<file path="config.mk">
export PLATFORM = sky130hd
export DESIGN_NAME = mem_arbiter_flat
export DESIGN_NICKNAME = d
export VERILOG_FILES = /design/src/rtl/mem_arbiter_if.sv /design/src/rtl/mem_arbiter.sv /design/src/flat_wrapper.sv
export SDC_FILE = /design/constraint.sdc
export NUM_CORES = 1
export LEC_CHECK = 0
export ABC_AREA = 0
export BUFFER_PORTS_ARGS = -buffer_cell sky130_fd_sc_hd__buf_2
export CAP_MARGIN = 30
export CELL_PAD_IN_SITES_DETAIL_PLACEMENT = 0
export CELL_PAD_IN_SITES_GLOBAL_PLACEMENT = 1
export CORE_MARGIN = 1
export CORE_UTILIZATION = 35
export DETAILED_ROUTE_END_ITERATION = 12
export PLACE_DENSITY = 0.92
export RECOVER_POWER = 100
export SLEW_MARGIN = 5
export SYNTH_ARGS = -nofsm -noshare
export SYNTH_HDL_FRONTEND = slang
export SYNTH_SLANG_ARGS = --single-unit
</file>
<file path="constraint.sdc">
create_clock -name clk -period 2.66 [get_ports clk]
set_input_delay 0.399 -clock clk [delete_from_list [all_inputs] [get_ports clk]]
set_output_delay 0.399 -clock clk [all_outputs]
set_load 0.005 [all_outputs]
</file>
<file path="src/rtl/mem_arbiter_if.sv">
// Bundles the fetch port, data port and memory-side bus of the arbiter.
// The arbiter uses the slave view; the environment drives the master view.
interface mem_arbiter_if #(
    parameter int AW = 32
);
    logic          iReq;
    logic [AW-1:0] iAddr;
    logic          iGnt;
    logic          iRvalid;
    logic [31:0]   iRdata;

    logic          dReq;
    logic          dWen;
    logic [AW-1:0] dAddr;
    logic [31:0]   dWdata;
    logic          dGnt;
    logic          dRvalid;
    logic [31:0]   dRdata;

    logic          memReq;
    logic          memWen;
    logic [AW-1:0] memAddr;
    logic [31:0]   memWdata;
    logic [31:0]   memRdata;
    logic          memAck;

    modport slave (
        input  iReq, iAddr, dReq, dWen, dAddr, dWdata, memRdata, memAck,
        output iGnt, iRvalid, iRdata, dGnt, dRvalid, dRdata,
               memReq, memWen, memAddr, memWdata
    );

    modport master (
        output iReq, iAddr, dReq, dWen, dAddr, dWdata, memRdata, memAck,
        input  iGnt, iRvalid, iRdata, dGnt, dRvalid, dRdata,
               memReq, memWen, memAddr, memWdata
    );
endinterface

</file>
<file path="src/rtl/mem_arbiter.sv">
// Two-port (fetch/data) arbiter onto a single-outstanding memory bus.
// Data port has priority; a starvation counter forces a fetch grant after STARVE_LIMIT data grants.
module mem_arbiter #(
    parameter int STARVE_LIMIT = 4,
    parameter int AW           = 32
) (
    input  logic           clk,
    input  logic           rst,
    mem_arbiter_if.slave   bus
);
    localparam int SW = (STARVE_LIMIT < 1) ? 1 : $clog2(STARVE_LIMIT + 1);
    localparam logic [SW-1:0] LIMIT = SW'(STARVE_LIMIT);

    typedef enum logic [1:0] {
        IDLE   = 2'd0,
        BUSY_I = 2'd1,
        BUSY_D = 2'd2
    } state_t;

    state_t        state_q;
    state_t        state_d;
    logic [SW-1:0] starve_cnt;
    logic          i_gnt;
    logic          d_gnt;
    logic [AW-1:0] grant_addr;

    logic          mem_req;
    logic          mem_wen;
    logic [AW-1:0] mem_addr;
    logic [31:0]   mem_wdata;
    logic          i_rvalid;
    logic          d_rvalid;
    logic [31:0]   i_rdata;
    logic [31:0]   d_rdata;

    // Grants are masked during reset so nothing is accepted in a reset cycle.
    always_comb begin
        state_d    = state_q;
        i_gnt      = 1'b0;
        d_gnt      = 1'b0;
        grant_addr = bus.iAddr;
        case (state_q)
            IDLE: begin
                if (!rst) begin
                    if (bus.dReq && !(bus.iReq && (starve_cnt == LIMIT))) begin
                        d_gnt      = 1'b1;
                        grant_addr = bus.dAddr;
                        state_d    = BUSY_D;
                    end else if (bus.iReq) begin
                        i_gnt   = 1'b1;
                        state_d = BUSY_I;
                    end
                end
            end
            BUSY_I, BUSY_D: begin
                if (bus.memAck) begin
                    state_d = IDLE;
                end
            end
            default: state_d = IDLE;
        endcase
    end

    always_ff @(posedge clk) begin
        if (rst) begin
            state_q    <= IDLE;
            starve_cnt <= '0;
            mem_req    <= 1'b0;
            mem_wen    <= 1'b0;
            mem_addr   <= '0;
            mem_wdata  <= '0;
            i_rvalid   <= 1'b0;
            d_rvalid   <= 1'b0;
            i_rdata    <= '0;
            d_rdata    <= '0;
        end else begin
            state_q  <= state_d;
            i_rvalid <= 1'b0;
            d_rvalid <= 1'b0;

            if (i_gnt || d_gnt) begin
                mem_req   <= 1'b1;
                mem_wen   <= d_gnt && bus.dWen;
                mem_addr  <= grant_addr;
                mem_wdata <= d_gnt ? bus.dWdata : 32'd0;
            end

            if (i_gnt) begin
                starve_cnt <= '0;
            end else if (d_gnt && bus.iReq && (starve_cnt != LIMIT)) begin
                starve_cnt <= starve_cnt + SW'(1);
            end

            // Bus fields other than memReq keep their last value after completion.
            if ((state_q != IDLE) && bus.memAck) begin
                mem_req <= 1'b0;
                if (state_q == BUSY_I) begin
                    i_rvalid <= 1'b1;
                    i_rdata  <= bus.memRdata;
                end else begin
                    d_rvalid <= 1'b1;
                    d_rdata  <= mem_wen ? 32'd0 : bus.memRdata;
                end
            end
        end
    end

    assign bus.iGnt     = i_gnt;
    assign bus.dGnt     = d_gnt;
    assign bus.iRvalid  = i_rvalid;
    assign bus.dRvalid  = d_rvalid;
    assign bus.iRdata   = i_rdata;
    assign bus.dRdata   = d_rdata;
    assign bus.memReq   = mem_req;
    assign bus.memWen   = mem_wen;
    assign bus.memAddr  = mem_addr;
    assign bus.memWdata = mem_wdata;
endmodule

</file>
<file path="src/flat_wrapper.sv">
// flat-port wrapper written by rule: the top's interface ports become plain ports
module mem_arbiter_flat 
#(
    parameter int STARVE_LIMIT = 4,
    parameter int AW           = 32
)
  (clk, rst, bus_iReq, bus_iAddr, bus_dReq, bus_dWen, bus_dAddr, bus_dWdata, bus_memRdata, bus_memAck, bus_iGnt, bus_iRvalid, bus_iRdata, bus_dGnt, bus_dRvalid, bus_dRdata, bus_memReq, bus_memWen, bus_memAddr, bus_memWdata);
  mem_arbiter_if #(.AW(AW)) bus_i ();
  input  logic clk;
  input  logic rst;
  input wire logic [$bits(bus_i.iReq)-1:0] bus_iReq;
  input wire logic [$bits(bus_i.iAddr)-1:0] bus_iAddr;
  input wire logic [$bits(bus_i.dReq)-1:0] bus_dReq;
  input wire logic [$bits(bus_i.dWen)-1:0] bus_dWen;
  input wire logic [$bits(bus_i.dAddr)-1:0] bus_dAddr;
  input wire logic [$bits(bus_i.dWdata)-1:0] bus_dWdata;
  input wire logic [$bits(bus_i.memRdata)-1:0] bus_memRdata;
  input wire logic [$bits(bus_i.memAck)-1:0] bus_memAck;
  output wire logic [$bits(bus_i.iGnt)-1:0] bus_iGnt;
  output wire logic [$bits(bus_i.iRvalid)-1:0] bus_iRvalid;
  output wire logic [$bits(bus_i.iRdata)-1:0] bus_iRdata;
  output wire logic [$bits(bus_i.dGnt)-1:0] bus_dGnt;
  output wire logic [$bits(bus_i.dRvalid)-1:0] bus_dRvalid;
  output wire logic [$bits(bus_i.dRdata)-1:0] bus_dRdata;
  output wire logic [$bits(bus_i.memReq)-1:0] bus_memReq;
  output wire logic [$bits(bus_i.memWen)-1:0] bus_memWen;
  output wire logic [$bits(bus_i.memAddr)-1:0] bus_memAddr;
  output wire logic [$bits(bus_i.memWdata)-1:0] bus_memWdata;
  assign bus_i.iReq = bus_iReq;
  assign bus_i.iAddr = bus_iAddr;
  assign bus_i.dReq = bus_dReq;
  assign bus_i.dWen = bus_dWen;
  assign bus_i.dAddr = bus_dAddr;
  assign bus_i.dWdata = bus_dWdata;
  assign bus_i.memRdata = bus_memRdata;
  assign bus_i.memAck = bus_memAck;
  assign bus_iGnt = bus_i.iGnt;
  assign bus_iRvalid = bus_i.iRvalid;
  assign bus_iRdata = bus_i.iRdata;
  assign bus_dGnt = bus_i.dGnt;
  assign bus_dRvalid = bus_i.dRvalid;
  assign bus_dRdata = bus_i.dRdata;
  assign bus_memReq = bus_i.memReq;
  assign bus_memWen = bus_i.memWen;
  assign bus_memAddr = bus_i.memAddr;
  assign bus_memWdata = bus_i.memWdata;
  mem_arbiter #(.STARVE_LIMIT(STARVE_LIMIT), .AW(AW)) u_core (.clk(clk), .rst(rst), .bus(bus_i));
endmodule
</file>
* Word-level counts from Yosys, hierarchy flattened
Cells that the tools add are included.
** Word-level totals
- Bits of input ports :: 134
- Logic and storage cells :: 53
- Output and inout port bits :: 134
- Flip-flop bits (word level) :: 137
** Operators by class
- Eq/ne operators :: 6
- Reductions and logical operators :: 17
- $add $sub $neg :: 1
- Mux-type cells :: 17
- Bitwise gates (word level) :: 2
** Operators with widths (number)
- $mux 32 :: 4
- $mux 1 :: 9
- $reduce_or 2->1 :: 4
- $logic_and 1x1->1 :: 6
- $mux 2 :: 3
- $reduce_and 2->1 :: 3
- $pmux 2 s2 :: 1
- $add 3x1->3 const B :: 1
- $eq 3x3->1 const B :: 1
- $ne 3x2->1 const B :: 1
- $ne 3x3->1 const B :: 1
- $eq 2x1->1 const B :: 1
- $eq 2x2->1 const B :: 1
- $logic_not 2->1 :: 1
- $ne 2x2->1 const B :: 1
- $not 1->1 :: 2
- $reduce_bool 2->1 :: 1
- $logic_not 1->1 :: 1
- $logic_or 1x1->1 :: 1

* Logic depth before layout (Yosys ltp)
- Depth after elaboration :: 9
- Depth in mapped cells :: 8
- Depth with buffers taken out :: 5

* Least setup slack after synthesis
OpenSTA, ideal clock, no wires.
- Kind :: flip-flop to output port
- Start :: register u_core.state_q[0]
- End :: output bus_dGnt
- Slack :: 994 ps
- Cell stages (with the launch flop) :: 8
- Required time :: 2261 ps
- Path buffers :: 3
- Arrival time :: 1267 ps
- Cell sequence :: dfxtp_1 -> inv_1 -> ha_1 -> nor2b_1 -> buf_2 -> and3_1 -> buf_2 -> buf_6
** Between the ends
- Longest elaborated chain between the ends :: 2
** RTL lines
- from (decl) :: RTL line mem_arbiter.sv:20 : state_t state_q;
- from (signal assigned) :: RTL line mem_arbiter.sv:77 : state_q <= state_d;
- $logic_not 2->1 :: RTL line mem_arbiter.sv:42 : case (state_q)
- $mux 1 :: RTL line mem_arbiter.sv:42
- to (decl) :: RTL line flat_wrapper.sv:22 : output wire logic [$bits(bus_i.dGnt)-1:0] bus_dGnt;
No other way between the ends.

* Worst setup path in the final report
- Start :: register u_core.state_q[1]
- End :: output bus_dGnt
Same word-level chain as after synthesis.

==> results.yml <==
route:
  vias: 4959
  viasPerCell: 5.09
  drt-initial-drc-count: 226
  drtAntennaViolNets: 0
  detailedRoute.firstPassIterationCount: 4
  wirelength_mm: 15.3
  detail_route.drc_violations: 0
  avgRoutedWirePerCell_um: 15.7
finish:
  fill_cells: 1430
  final_cell_mix: "sky130_fd_sc_hd__buf_2 (192), sky130_fd_sc_hd__dfxtp_1 (137), sky130_fd_sc_hd__clkbuf_1 (74), sky130_fd_sc_hd__nand2_1 (68), sky130_fd_sc_hd__a21oi_1 (68)"
  finish.utilization: 0.484
  post_route_cells_drive_above_1_share: 0.328
  layout.nets: 914
  final_common_cell: "sky130_fd_sc_hd__buf_2"
  syn_to_final_growth_pct: 34.1
  register_area_mm2: 0.00274
  multi_input_area_mm2: 0.00212
  stdcell_area_mm2: 0.00706
power:
  vdd_drop_max_uv: 446
  power.share.clock: 0.445
  power.total_w: 0.00530
  power.share.switching: 0.266
  power_report.internal_total_w: 0.00389
  part_of_the_power_in_combinational_logic: 0.129
  leakagePower_nw: 2.98
  seq_power_share: 0.426
  areal_power_density_over_the_cells_mw_per_mm2: 751
  switching_power_w: 0.00141
cts:
  clk-insertion-delay-late_ns: 0.41
  cts_buffer_depth: 2
  clock-root-buffer: "sky130_fd_sc_hd__clkbuf_16"
  clk_pin_slew_worst_paths_ns: 0.06
  post_cts_hold_fix_bufs: 0
  cts_post_setup_buffers_inserted: 0
  tritoncts_clock_tree: "yes"
  cts_repair_resize_count: 0
  clock_sink_count: 137
  cts_made_buffers: 17
  htree_num_levels: 4
logic_synthesis:
  mappedNetlistNets: 667
  synth_largest_area_cell: "sky130_fd_sc_hd__dfxtp_1"
  post_synth_instance_area_mm2: 0.00527
  synth_top_cells_by_area: "sky130_fd_sc_hd__dfxtp_1 (52%), sky130_fd_sc_hd__a22o_1 (11%), sky130_fd_sc_hd__a311oi_2 (8.6%), sky130_fd_sc_hd__a21oi_1 (6.5%), sky130_fd_sc_hd__nand2_1 (4.8%)"
  syn_avg_cell_area_um2: 9.95
  post_synth_num_cell_types: 37
  synthCells: 529
  synth-async-reset-ratio: 0
  number_of_enable_flip_flop_cells_after_synthesis: 0
  yosys_warnings: 0
  synth_seq_cells: 137
  synthFlopType: "sky130_fd_sc_hd__dfxtp_1"
  yosysSeqAreaShare: 0.521
  yosysTopAreaCellShare: 0.521
worst_hold_path:
  hold_path_class: "in -> reg"
sta:
  period_utilization: 0.932
  slew_violations: 0
  final_ws_setup_ns: 0.181
  skew_ns: 0.00658
  unrepaired_setup_endpoints_after_global_routing: "no"
  period_minus_slack_ns: 2.48
  report.final.setup_viol: 0
  fin_setup_tns_ns: 0
  timing.final.hold_violations: 0
  slew-limit-headroom: 0.366
  timing.fmax_mhz: 403
  slew_at_the_pin_closest_to_its_max_slew_limit_ns: 0.951
critical_path:
  timing.critical_path.required_ns: 2.26
  cp_data_arrival_time_ns: 2.08
  cp-start-kind: "flip-flop"
  reg2reg_slack_ns: 0.28
  path_class: "reg -> out"
  crit_path_end_kind: "output pin"
  critPathMaxFanout: 12
outcome:
  outcome: "complete, no violations"
global_routing:
  largest_net_degree_at_the_start_of_global_routing: 52
  groute.usage.overall: 0.196
  grt_first_pass_wirelength_mm: 24.6
  grt_pass1_vias: 4652
  antenna_found_initial: 1
  gr-total-overflow: 0
place:
  placedInstanceArea_mm2: 0.00668
  port_buffers: 267
  gp_routability_congestion: 0.777
  place.detailed.hpwl_mm: 10.6
  pre_cts_setup_slack_ns: 0.484
die:
  initial_utilization: 0.361
  core_region_area_mm2: 0.0146
  placement_rows: 44
  die-area_mm2: 0.0155
  die_h_um: 125
  die-width_um: 125
  count_of_boundary_i_o_pins: 268
job:
  drv_cap: 0
==> final timing paths <==
| path | cells after the start | to | start |
|---|---|---|---|
| hold / removal | 2 | u_core.bus.memWdata[9] | bus_dWdata[9] |
| setup / recovery | 5 | bus_dGnt | u_core.state_q[1] |
| setup reg to reg | 6 | u_core.bus.memWdata[28] | u_core.state_q[1] |
| hold reg to reg | 2 | u_core.bus.iRdata[22] | u_core.bus.iRdata[22] |
==> kinds of logic (layout without fill, tap and decap cells) <==
logic type	count (synthesis)	count (layout)	synth area share
other cells	0	1	0
simple gates	123	123	0.107
fa+ha+maj	4	4	0.00951
buf+inv	59	319	0.0573
compound gates	206	206	0.305
flops	137	137	0.521
==> cell type report <==
class                      count  share of cell area
antenna                        1            0.000354
clock buffer                  17              0.0603
clock inverter                15              0.0234
inverter                       5             0.00266
multi-input combinational    333               0.301
sequential                   137               0.388
tap                          184              0.0326
timing repair buffer         282               0.191
==> power by group through the flow <==
stage / sequential [W] / clock [W] / combinational, W
2_1_floorplan: 0.00231 / 0 / 0.000421
3_3_place_gp: 0.00230 / 0 / 0.000732
3_5_place_dp: 0.00230 / 0 / 0.000739
4_1_cts: 0.00226 / 0.00241 / 0.000739
5_1_grt: 0.00227 / 0.00251 / 0.000752
6_report: 0.00226 / 0.00236 / 0.000681
==> cells in the mapped netlist (all sizes together) (3+ instances only) <==
cell / instances
nor2: 3
nand2: 68
and3: 3
o21ai: 34
clkbuf: 27
ha: 4
a22o: 65
a311oi: 32
dfxtp: 137
a21oi: 69
inv: 5
nand3: 35
buf: 27
==> metal layers <==
layer,global-route usage,share of wire,up-vias
met2,0.320,0.47,183
met1,0.247,0.45,2317
li1,-,-,2444
met3,0.0537,0.065,15
met4,0.0687,0.012,0
met5,0,0,-
==> critical path, stage by stage, from the launching register on <==
cell and delay (ns):
sky130_fd_sc_hd__dfxtp_1 0.29, sky130_fd_sc_hd__inv_1 0.08, sky130_fd_sc_hd__ha_1 0.40, sky130_fd_sc_hd__nor2b_2 0.47, sky130_fd_sc_hd__and3_1 0.26, sky130_fd_sc_hd__clkbuf_2 0.16
==> sequential cells by signal (all words and copies together) (netlist names) <==
register             cells
u_core.bus.memAddr      32
u_core.state_q           2
u_core.bus.memWdata     32
u_core.bus.iRdata       32
u_core.bus.memReq        1
u_core.starve_cnt        3
u_core.bus.memWen        1
u_core.bus.iRvalid       1
u_core.bus.dRdata       32
u_core.bus.dRvalid       1
==> through the flow <==
stage,instances,hold WS (ns)
2_1_floorplan,529,0.453
3_3_place_gp,941,0.439
3_5_place_dp,941,0.443
4_1_cts,973,0.179
5_1_grt,973,0.188
6_report,974,0.203
No activity file was read; power rests on OpenSTA's default activity.
